--- config.mk ---
export PLATFORM = sky130hd
export DESIGN_NAME = config_loader_flat
export DESIGN_NICKNAME = d
export VERILOG_FILES = /design/src/rtl/config_pkg.sv /design/src/rtl/config_loader_if.sv /design/src/rtl/config_frame_assembler.sv /design/src/rtl/config_loader.sv /design/src/flat_wrapper.sv
export SDC_FILE = /design/constraint.sdc
export NUM_CORES = 1
export LEC_CHECK = 0
export ABC_CLOCK_PERIOD_IN_PS = 6250
export BUFFER_PORTS_ARGS = -buffer_cell sky130_fd_sc_hd__buf_2
export CAP_MARGIN = 20
export CORE_MARGIN = 4
export CORE_UTILIZATION = 57
export CTS_CLUSTER_SIZE = 8
export DETAILED_ROUTE_END_ITERATION = 10
export PLACE_DENSITY = 0.81
export SLEW_MARGIN = 5
export SYNTH_ARGS = -nofsm -noshare
export SYNTH_HDL_FRONTEND = slang
export SYNTH_SLANG_ARGS = --single-unit
export TNS_END_PERCENT = 5
--- constraint.sdc ---
create_clock -name clk -period 6.25 [get_ports clk]
set_clock_uncertainty 0.05 [all_clocks]
set_input_delay 0.9375 -clock clk [delete_from_list [all_inputs] [get_ports clk]]
set_output_delay 0.9375 -clock clk [all_outputs]
set_load 0.05 [all_outputs]
--- src/rtl/config_pkg.sv ---
// config_pkg: constants and types shared by the configuration loader and its
// frame assembler.
// Optional build macro: CONFIG_LOADER_CHECKSUM_EN (each frame carries a ninth
// byte holding the XOR of bytes 0-7).
package config_pkg;

  // Unit select values carried in the upper address half; tiles decode these.
  localparam int unsigned CONFIG_SB  = 7;
  localparam int unsigned CONFIG_CB0 = 6;
  localparam int unsigned CONFIG_CB1 = 5;
  localparam int unsigned CONFIG_CLB = 4;

  // Resting bus address (selects no unit) and the end-of-stream frame address.
  localparam logic [31:0] IDLE_ADDR_DEFAULT = 32'hFFFF_FFFF;
  localparam logic [31:0] END_ADDR_DEFAULT  = 32'hFFFF_FFFE;

  typedef enum logic [1:0] {
    COLLECT = 2'd0,
    ISSUE   = 2'd1,
    DONE    = 2'd2
  } loader_state_t;

`ifdef CONFIG_LOADER_CHECKSUM_EN
  localparam int unsigned FRAME_BYTES = 9;
`else
  localparam int unsigned FRAME_BYTES = 8;
`endif

  localparam int unsigned BYTE_IDX_W = 4;

  function automatic logic [15:0] sat_inc16(input logic [15:0] v);
    return (v == 16'hFFFF) ? v : v + 16'd1;
  endfunction

  function automatic logic [7:0] sat_inc8(input logic [7:0] v);
    return (v == 8'hFF) ? v : v + 8'd1;
  endfunction

endpackage

--- src/rtl/config_loader_if.sv ---
// config_loader_if: byte-stream input handshake plus the broadcast config bus
// and loader status. The loader uses the slave modport; the byte source and
// bus observers use the master modport.
// Optional build macro: CONFIG_LOADER_CHECKSUM_EN adds err_count.
interface config_loader_if;
  logic [7:0]  in_byte;
  logic        in_valid;
  logic        in_ready;
  logic [31:0] config_addr;
  logic [31:0] config_data;
  logic        config_done;
  logic        busy;
  logic [15:0] frame_count;
`ifdef CONFIG_LOADER_CHECKSUM_EN
  logic [7:0]  err_count;
`endif

  modport slave (
    input  in_byte, in_valid,
    output in_ready, config_addr, config_data, config_done, busy, frame_count
`ifdef CONFIG_LOADER_CHECKSUM_EN
    , output err_count
`endif
  );

  modport master (
    output in_byte, in_valid,
    input  in_ready, config_addr, config_data, config_done, busy, frame_count
`ifdef CONFIG_LOADER_CHECKSUM_EN
    , input err_count
`endif
  );
endinterface

--- src/rtl/config_frame_assembler.sv ---
// config_frame_assembler: tracks the byte position inside a frame, shifts the
// address and data shadows MSB first, and flags the final byte of a frame.
// Optional build macro: CONFIG_LOADER_CHECKSUM_EN (running XOR check on byte 8).
module config_frame_assembler
  import config_pkg::*;
(
  input  logic        clk,
  input  logic        reset,
  input  logic [7:0]  byte_data,
  input  logic        byte_take,
  output logic [31:0] addr_shadow,
  output logic [31:0] data_shadow,
  output logic        frame_ready,
  output logic        frame_ok
);

  logic [BYTE_IDX_W-1:0] idx_reg;
  logic [31:0]           addr_reg;
  logic [31:0]           data_reg;
  logic                  last_byte;

  assign last_byte   = (idx_reg == BYTE_IDX_W'(FRAME_BYTES - 1));
  // Combinational so the loader can leave COLLECT on the same edge that
  // accepts the final byte.
  assign frame_ready = byte_take && last_byte;
  assign addr_shadow = addr_reg;
  assign data_shadow = data_reg;

  // Byte position within the frame; holds while no byte is taken.
  always_ff @(posedge clk or posedge reset) begin
    if (reset) begin
      idx_reg <= '0;
    end else if (byte_take) begin
      idx_reg <= last_byte ? '0 : idx_reg + 1'b1;
    end
  end

  // Shadow shift registers: bytes 0-3 build the address, bytes 4-7 the data.
  always_ff @(posedge clk or posedge reset) begin
    if (reset) begin
      addr_reg <= '0;
      data_reg <= '0;
    end else if (byte_take) begin
      if (idx_reg < BYTE_IDX_W'(4)) begin
        addr_reg <= {addr_reg[23:0], byte_data};
      end else if (idx_reg < BYTE_IDX_W'(8)) begin
        data_reg <= {data_reg[23:0], byte_data};
      end
    end
  end

`ifdef CONFIG_LOADER_CHECKSUM_EN
  logic [7:0] csum_reg;

  // Running XOR of bytes 0-7; a correct checksum byte cancels it to zero.
  always_ff @(posedge clk or posedge reset) begin
    if (reset) begin
      csum_reg <= 8'h00;
    end else if (byte_take) begin
      csum_reg <= last_byte ? 8'h00 : (csum_reg ^ byte_data);
    end
  end

  assign frame_ok = ((csum_reg ^ byte_data) == 8'h00);
`else
  assign frame_ok = 1'b1;
`endif

endmodule

--- src/rtl/config_loader.sv ---
// config_loader: turns a big-endian byte stream of addr/data frames into the
// fabric-wide config_addr/config_data broadcast. Each decoded write is held
// for HOLD_CYCLES cycles, the bus otherwise rests on IDLE_ADDR, and a frame
// addressed to END_ADDR raises config_done until reset.
// Optional build macro: CONFIG_LOADER_CHECKSUM_EN (9-byte frames with XOR
// checksum; bad frames are dropped and counted in err_count).
module config_loader
  import config_pkg::*;
#(
  parameter logic [31:0] IDLE_ADDR   = IDLE_ADDR_DEFAULT,
  parameter logic [31:0] END_ADDR    = END_ADDR_DEFAULT,
  parameter int unsigned HOLD_CYCLES = 1
) (
  input  logic            clk,
  input  logic            reset,
  config_loader_if.slave  bus
);

  // Value loaded into the hold counter on entering ISSUE. The first ISSUE
  // cycle copies the shadows onto the bus; the counter then runs down to 0,
  // giving exactly HOLD_CYCLES cycles of the frame on the bus.
  localparam logic [3:0] HOLD_LOAD = 4'(HOLD_CYCLES);

  loader_state_t state_reg, state_next;
  logic [3:0]    hold_reg, hold_next;
  logic [31:0]   addr_reg, addr_next;
  logic [31:0]   data_reg, data_next;
  logic [15:0]   count_reg, count_next;
  logic          done_reg, done_next;
  logic          ready_reg, ready_next;
  logic          busy_c;
`ifdef CONFIG_LOADER_CHECKSUM_EN
  logic [7:0]    err_reg, err_next;
`endif

  logic [31:0] addr_shadow;
  logic [31:0] data_shadow;
  logic        frame_ready;
  logic        frame_ok;
  logic        byte_take;

  assign byte_take = bus.in_valid && ready_reg;

  config_frame_assembler u_assembler (
    .clk         (clk),
    .reset       (reset),
    .byte_data   (bus.in_byte),
    .byte_take   (byte_take),
    .addr_shadow (addr_shadow),
    .data_shadow (data_shadow),
    .frame_ready (frame_ready),
    .frame_ok    (frame_ok)
  );

  // Next-state, bus and status decisions for the COLLECT/ISSUE/DONE sequence.
  always_comb begin
    state_next = state_reg;
    hold_next  = hold_reg;
    addr_next  = addr_reg;
    data_next  = data_reg;
    count_next = count_reg;
    done_next  = done_reg;
    busy_c     = 1'b0;
`ifdef CONFIG_LOADER_CHECKSUM_EN
    err_next   = err_reg;
`endif
    unique case (state_reg)
      COLLECT: begin
        if (frame_ready) begin
          if (!frame_ok) begin
`ifdef CONFIG_LOADER_CHECKSUM_EN
            err_next = sat_inc8(err_reg);
`endif
          end else if (addr_shadow == END_ADDR) begin
            state_next = DONE;
            done_next  = 1'b1;
          end else begin
            state_next = ISSUE;
            hold_next  = HOLD_LOAD;
          end
        end
      end
      ISSUE: begin
        busy_c = 1'b1;
        if (hold_reg == HOLD_LOAD) begin
          addr_next  = addr_shadow;
          data_next  = data_shadow;
          count_next = sat_inc16(count_reg);
        end
        if (hold_reg == 4'd0) begin
          state_next = COLLECT;
          addr_next  = IDLE_ADDR;
        end else begin
          hold_next = hold_reg - 4'd1;
        end
      end
      DONE: begin
        state_next = DONE;
      end
      default: begin
        state_next = COLLECT;
        addr_next  = IDLE_ADDR;
      end
    endcase
    // Registered so in_ready reads 0 throughout reset.
    ready_next = (state_next == COLLECT);
  end

  // State register and hold counter.
  always_ff @(posedge clk or posedge reset) begin
    if (reset) begin
      state_reg <= COLLECT;
      hold_reg  <= 4'd0;
    end else begin
      state_reg <= state_next;
      hold_reg  <= hold_next;
    end
  end

  // Bus drivers and status registers; reset parks the bus on IDLE_ADDR at once.
  always_ff @(posedge clk or posedge reset) begin
    if (reset) begin
      addr_reg  <= IDLE_ADDR;
      data_reg  <= 32'h0;
      count_reg <= 16'h0;
      done_reg  <= 1'b0;
      ready_reg <= 1'b0;
    end else begin
      addr_reg  <= addr_next;
      data_reg  <= data_next;
      count_reg <= count_next;
      done_reg  <= done_next;
      ready_reg <= ready_next;
    end
  end

`ifdef CONFIG_LOADER_CHECKSUM_EN
  // Saturating count of frames dropped for a bad checksum.
  always_ff @(posedge clk or posedge reset) begin
    if (reset) begin
      err_reg <= 8'h00;
    end else begin
      err_reg <= err_next;
    end
  end

  assign bus.err_count = err_reg;
`endif

  assign bus.in_ready    = ready_reg;
  assign bus.config_addr = addr_reg;
  assign bus.config_data = data_reg;
  assign bus.config_done = done_reg;
  assign bus.busy        = busy_c;
  assign bus.frame_count = count_reg;

endmodule

--- src/flat_wrapper.sv ---
// flat-port wrapper written by rule: the top's interface ports become plain ports
module config_loader_flat import config_pkg::*;
#(
  parameter logic [31:0] IDLE_ADDR   = IDLE_ADDR_DEFAULT,
  parameter logic [31:0] END_ADDR    = END_ADDR_DEFAULT,
  parameter int unsigned HOLD_CYCLES = 1
)
  (clk, reset, bus_in_byte, bus_in_valid, bus_in_ready, bus_config_addr, bus_config_data, bus_config_done, bus_busy, bus_frame_count);
  config_loader_if bus_i ();
  input  logic clk;
  input  logic reset;
  input wire logic [$bits(bus_i.in_byte)-1:0] bus_in_byte;
  input wire logic [$bits(bus_i.in_valid)-1:0] bus_in_valid;
  output wire logic [$bits(bus_i.in_ready)-1:0] bus_in_ready;
  output wire logic [$bits(bus_i.config_addr)-1:0] bus_config_addr;
  output wire logic [$bits(bus_i.config_data)-1:0] bus_config_data;
  output wire logic [$bits(bus_i.config_done)-1:0] bus_config_done;
  output wire logic [$bits(bus_i.busy)-1:0] bus_busy;
  output wire logic [$bits(bus_i.frame_count)-1:0] bus_frame_count;
  assign bus_i.in_byte = bus_in_byte;
  assign bus_i.in_valid = bus_in_valid;
  assign bus_in_ready = bus_i.in_ready;
  assign bus_config_addr = bus_i.config_addr;
  assign bus_config_data = bus_i.config_data;
  assign bus_config_done = bus_i.config_done;
  assign bus_busy = bus_i.busy;
  assign bus_frame_count = bus_i.frame_count;
  config_loader #(.IDLE_ADDR(IDLE_ADDR), .END_ADDR(END_ADDR), .HOLD_CYCLES(HOLD_CYCLES)) u_core (.clk(clk), .reset(reset), .bus(bus_i));
endmodule
# == Word level (Yosys, flattened, before mapping) ==
# Cells that the tools add are included.
# totals
ff_bits,156
input_bits,11
out_inout_bits,83
word_cells,55
# classes
add_sub_neg,3
order_cmp,2
n_eq_ne,10
muxes,13
n_bitwise,3
n_reduce_logical,14
# ops
op,n
32-bit two-way mux,2
32-bit case mux with 2 select lines,1
"32-bit equality test, second input constant",1
"16-bit by 1-bit adder with 16-bit output, second input constant",1
"16-bit equality test, second input constant",1
4-bit two-way mux,4
3-bit AND reduction,3
4-bit case mux with 2 select lines,1
2-bit two-way mux,3
2-bit case mux with 3 select lines,1
2-bit AND reduction,3
"4-bit by 1-bit adder with 4-bit output, second input constant",1
"4-bit by 1-bit equality test with 1-bit output, second input constant",1
"4-bit by 3-bit equality test with 1-bit output, second input constant",1
2-bit logical NOT,2
4-bit logical NOT,1
"4-bit by 3-bit < comparator with 1-bit output, second input constant",1
"4-bit < comparator, second input constant",1
"2-bit != test, second input constant",2
4-bit AND reduction,1
"4-bit by 1-bit subtractor with 4-bit output, second input constant",1
"3-bit by 1-bit != test with 1-bit output, second input constant",1
1-bit NOT,3
"2-bit by 1-bit equality test with 1-bit output, second input constant",1
6 further kinds,7

# == Depth between registers and ports, before layout ==
# depth
ltp_word,5
mapped_depth,8
ltp_nobuf,6

# == Modules after synthesis ==
# Synthesis repeated with hierarchy kept, for this count alone.
# unflattened
hier_cells,489
hier_area_um2,6399.9
# by_module_without_submodules
mod,instances,cells_per_inst,area_per_inst_um2,seq_area_each_um2
config_loader,1,333,3783.6,2242.2
config_frame_assembler,1,156,2616.3,1701.6

# == Worst setup path before layout ==
# No wires, ideal clock.
# synth_timing
kind,input -> register
from,in bus_in_valid
to,"reg u_core.u_assembler.addr_reg[2], in the netlist u_core.u_assembler.addr_shadow[2]"
setup_time_ps,125
t_arrival_ps,1922
t_required_ps,6075
setup_slack_ps,4153
cell_stages,4
path_buffers,1
cell_sequence,nand2_1 > nor3_2 > buf_2 > mux2_2
# synth_via
elab_chain_cells,2
# synth_lines
item,line_no,rtl
start: declaration,flat_wrapper.sv:13,input wire logic [$bits(bus_i.in_valid)-1:0] bus_in_valid;
1-bit logical AND,config_loader.sv:42,assign byte_take = bus.in_valid && ready_reg;
2-bit AND reduction (no line),n/a,
end signal: assignment,config_frame_assembler.sv:45,"addr_reg <= {addr_reg[23:0], byte_data};"
end: declaration,config_frame_assembler.sv:18,logic [31:0] addr_reg;
# Every way passes these cells.
# A chain may end at the register's enable or synchronous reset.

# == Worst setup path in the final report ==
# layout_timing
from,reg u_core.state_reg[1]
to,out bus_busy
# layout_via
elab_chain_cells,2
# layout_lines
item,line_no,rtl
start: declaration,config_loader.sv:24,"loader_state_t state_reg, state_next;"
start signal: assignment,config_loader.sv:115,state_reg <= state_next;
2-bit by 1-bit equality test with 1-bit output,config_loader.sv:67,unique case (state_reg)
1-bit two-way mux,config_loader.sv:67,
end: declaration,flat_wrapper.sv:18,output wire logic [$bits(bus_i.busy)-1:0] bus_busy;
# Every way passes these cells.

==> summary.json <==
{
  "synth_edf_count": {"value": 0},
  "antenna_cells_inserted": {"value": 0},
  "syn_to_final_growth": {"value": 18.7, "unit": "%"},
  "syn_area_per_cell": {"value": 11.6, "unit": "sq um"},
  "grt_setup_unrepaired": {"value": "no"},
  "outcome": {"value": "completed"},
  "async_flop_share": {"value": 1.00},
  "setup_buffers_after_cts": {"value": 0},
  "clk_slew_on_worst_s_h_paths": {"value": 60, "unit": "ps"},
  "synth-main-ff-cell": {"value": "sky130_fd_sc_hd__dfrtp_1"},
  "worstHoldStart": {"value": "u_core.bus.config_data[24]"},
  "final_layout_size_suffix_gt1_frac": {"value": 0.374},
  "maxCapViolCount": {"value": 0},
  "synth-seq-cells": {"value": 156},
  "p_leak": {"value": 3.69, "unit": "nW"},
  "setup_viol": {"value": 0},
  "layout_min_cycle_time": {"value": 2550, "unit": "ps"},
  "synth_cell_type_count": {"value": 53},
  "worstSkewPairLatency": {"value": 420, "unit": "ps"},
  "floorplan.die_area": {"value": 13100, "unit": "sq um"},
  "route.vias.total": {"value": 4447},
  "crit_path_end_kind": {"value": "output pin"},
  "worst_r2r_endpoint": {"value": "u_core.bus.frame_count[1]"},
  "first_drt_pass_iteration_count": {"value": 5},
  "grt_antenna_before_repair": {"value": 0},
  "total_nets_final": {"value": 668},
  "slew_at_the_pin_with_the_worst_max_slew_slack": {"value": 904, "unit": "ps"},
  "tritoncts": {"value": "built"},
  "drc": {"value": 0},
  "tritoncts_num_sinks": {"value": 156},
  "postLayoutCoreUtil": {"value": 0.699},
  "tritoncts.num_buffers": {"value": 17},
  "grt_max_degree": {"value": 83},
  "initial_utilization": {"value": 0.589},
  "netSwitchingPower": {"value": 1.97, "unit": "mW"},
  "grt_overall_usage": {"value": 0.219},
  "final_cell_count_no_fill": {"value": 805},
  "power_density": {"value": 608, "unit": "nW/um^2"},
  "worstHoldPathType": {"value": "reg2reg"},
  "worstHoldEndpoint": {"value": "u_core.bus.config_data[24]"},
  "ys_seq_area_frac": {"value": 0.610},
  "cts_root_buf": {"value": "sky130_fd_sc_hd__clkbuf_16"},
  "placement_stage_cell_area": {"value": 7020, "unit": "sq um"},
  "grt_pass1_vias": {"value": 4567},
  "p_clk_frac": {"value": 0.226},
  "max_freq": {"value": 393, "unit": "MHz"},
  "globalplace.congestion": {"value": 0.799},
  "power_frac_seq": {"value": 0.402},
  "logic_gate_share_of_total_power": {"value": 0.372},
  "grt.overflow.total": {"value": 0},
  "routedWlPerCell": {"value": 16.4, "unit": "um"},
  "power_switching_share": {"value": 0.422},
  "critical_path.reg2reg.startpoint": {"value": "u_core.hold_reg[1]"},
  "fp-row-count": {"value": 38},
  "min_path_cells": {"value": 2},
  "crit_type": {"value": "reg2out"},
  "setup_tns": {"value": 0, "unit": "ps"},
  "core_area": {"value": 11000, "unit": "sq um"},
  "post_synth_instance_area": {"value": 6470, "unit": "sq um"},
  "io_buffers": {"value": 93},
  "ir_worst_vdd": {"value": 0.423, "unit": "mV"},
  "postSynthNetCount": {"value": 575},
  "internal-power": {"value": 2.70, "unit": "mW"},
  "reg_to_reg_slack_setup": {"value": 3910, "unit": "ps"},
  "postRouteAntennaNets": {"value": 0},
  "timing.critical_path.required": {"value": 5260, "unit": "ps"},
  "grt_pass1_wl": {"value": 22700, "unit": "um"},
  "cts-resized-gates": {"value": 0},
  "postSynthCellCount": {"value": 559},
  "post-route-period-util": {"value": 0.408},
  "critPathLaunchType": {"value": "register"},
  "die_boundary_width": {"value": 115, "unit": "um"},
  "dp.cells": {"value": 771},
  "maxSlewHeadroom": {"value": 0.398},
  "cts.hold.buffers_added": {"value": 0},
  "routed_wl": {"value": 13200, "unit": "um"},
  "cts.path.max_buffers": {"value": 2},
  "timing.critical_path.arrival": {"value": 1560, "unit": "ps"},
  "maxSlewViolCount": {"value": 0},
  "r2r_cells": {"value": 6},
  "cts-htree-levels": {"value": 4},
  "io-pin-count": {"value": 94},
  "fin_worst_hold_slack": {"value": 421, "unit": "ps"},
  "worstPathMaxFanout": {"value": 9},
  "synth-warning-count": {"value": 0},
  "report.final.hold_viol_count": {"value": 0},
  "dp_hpwl": {"value": 8660, "unit": "um"},
  "drt-vias-per-instance": {"value": 5.52},
  "first_iter_violations": {"value": 357},
  "final_area": {"value": 7680, "unit": "sq um"},
  "die_h": {"value": 115, "unit": "um"}
}
[Yosys cell counts (2+ instances only)]
master                     number  share of area
sky130_fd_sc_hd__nor3b_1        3         0.0035
sky130_fd_sc_hd__nor4_1         3         0.0029
sky130_fd_sc_hd__and2_1         2         0.0019
sky130_fd_sc_hd__inv_1          7         0.0041
sky130_fd_sc_hd__o21ai_0        6         0.0046
sky130_fd_sc_hd__buf_2         19          0.015
sky130_fd_sc_hd__buf_4          3         0.0035
sky130_fd_sc_hd__nand4b_1       2         0.0027
sky130_fd_sc_hd__o31a_1         2         0.0027
sky130_fd_sc_hd__and3_1         2         0.0019
sky130_fd_sc_hd__ha_1           5         0.0097
sky130_fd_sc_hd__nand2_1      104          0.060
sky130_fd_sc_hd__nand4_1        9         0.0087
sky130_fd_sc_hd__mux2_1         2         0.0035
sky130_fd_sc_hd__nand3_1        8         0.0062
sky130_fd_sc_hd__clkbuf_1       3         0.0017
sky130_fd_sc_hd__a21oi_1       38          0.029
sky130_fd_sc_hd__xnor2_1        3         0.0041
sky130_fd_sc_hd__nand4_4        2         0.0066
sky130_fd_sc_hd__nor3_1         7         0.0054
sky130_fd_sc_hd__mux2_2        66           0.11
sky130_fd_sc_hd__dfstp_2       32           0.13
sky130_fd_sc_hd__dfrtp_1      124           0.48
sky130_fd_sc_hd__xor2_1         7         0.0095
sky130_fd_sc_hd__nor2_1        70          0.041
sky130_fd_sc_hd__a31oi_1        3         0.0029
[cells in the final DEF (no fill, tap or decap), types with 3 or more instances in the layout]
| cell type | Yosys | final |
|---|---|---|
| sky130_fd_sc_hd__inv_8 | 0 | 3 |
| sky130_fd_sc_hd__clkbuf_16 | 0 | 17 |
| sky130_fd_sc_hd__buf_4 | 3 | 4 |
| sky130_fd_sc_hd__nand3_1 | 8 | 8 |
| sky130_fd_sc_hd__clkinv_4 | 0 | 3 |
| sky130_fd_sc_hd__xnor2_1 | 3 | 3 |
| sky130_fd_sc_hd__dfrtp_1 | 124 | 124 |
| sky130_fd_sc_hd__mux2_2 | 66 | 66 |
| sky130_fd_sc_hd__inv_1 | 7 | 6 |
| sky130_fd_sc_hd__buf_2 | 19 | 93 |
| sky130_fd_sc_hd__nor3_1 | 7 | 7 |
| sky130_fd_sc_hd__xor2_1 | 7 | 7 |
| sky130_fd_sc_hd__nor3b_1 | 3 | 3 |
| sky130_fd_sc_hd__nor4_1 | 3 | 3 |
| sky130_fd_sc_hd__a31oi_1 | 3 | 3 |
| sky130_fd_sc_hd__dfstp_2 | 32 | 32 |
| sky130_fd_sc_hd__nand2_1 | 104 | 104 |
| sky130_fd_sc_hd__inv_6 | 0 | 5 |
| sky130_fd_sc_hd__o21ai_0 | 6 | 6 |
| sky130_fd_sc_hd__ha_1 | 5 | 5 |
| sky130_fd_sc_hd__nand4_1 | 9 | 9 |
| sky130_fd_sc_hd__nor2_1 | 70 | 70 |
| sky130_fd_sc_hd__a21oi_1 | 38 | 38 |
[layout make-up]
type	count	area [sq um]
sequential	156	3940
fill	759	3310
multi-input combinational	370	2370
timing repair buffer	99	531
clock buffer	18	439
clock inverter	14	179
tap	140	175
inverter	8	35.0
[metrics by stage]
stage	power (mW)	setup WS (ps)
after global placement	3.53	3710
final	4.67	3700
after detailed placement	3.60	3650
after floorplan	3.19	1110
after global routing	4.93	3650
after CTS	4.69	3710
[metal layers]
layer  share of wire  track usage  vias up
met1            0.45        0.293     2223
li1                -            -     2085
met4           0.015       0.0728        0
met5               0            0        -
met2            0.49        0.350      119
met3           0.045       0.0560       20
[worst max path at each step]
| stage | startpoint | end | slack, ps | depth (start not counted) |
|---|---|---|---|---|
| after floorplan | reset | u_core.bus.config_data[0] | 1110 | 1 |
| after global placement | reset | u_core.u_assembler.data_shadow[12] | 3710 | 3 |
| after detailed placement | reset | u_core.u_assembler.data_shadow[12] | 3650 | 3 |
| after CTS | u_core.state_reg[1] | bus_busy | 3710 | 3 |
| after global routing | u_core.state_reg[1] | bus_busy | 3650 | 3 |
| final | u_core.state_reg[1] | bus_busy | 3700 | 3 |
[power by group through the flow]
stage	Combinational (mW)	Clock, mW	Sequential [mW]
2_1_floorplan	0.716	0	2.47
3_3_place_gp	1.68	0	1.85
3_5_place_dp	1.73	0	1.88
4_1_cts	1.75	1.07	1.87
5_1_grt	1.86	1.13	1.94
6_report	1.74	1.06	1.88
[logic make-up (layout without fill, tap and decap cells)]
family	Yosys count	in the layout	synth area share
AOI/OAI and AO/OA	57	57	0.0513
xor gates and xnor gates	10	10	0.0135
adders and majority gates	5	5	0.00967
buffers and inverters	33	139	0.0246
DFF	156	156	0.610
muxes	70	70	0.122
and+or+nand+nor	228	228	0.169
[critical path, stage by stage, from the launching register on]
cell	delay (ps)
sky130_fd_sc_hd__dfrtp_1	500
sky130_fd_sc_hd__nand2b_4	210
sky130_fd_sc_hd__inv_2	130
sky130_fd_sc_hd__buf_2	300
(Power assumes the default switching activity.)
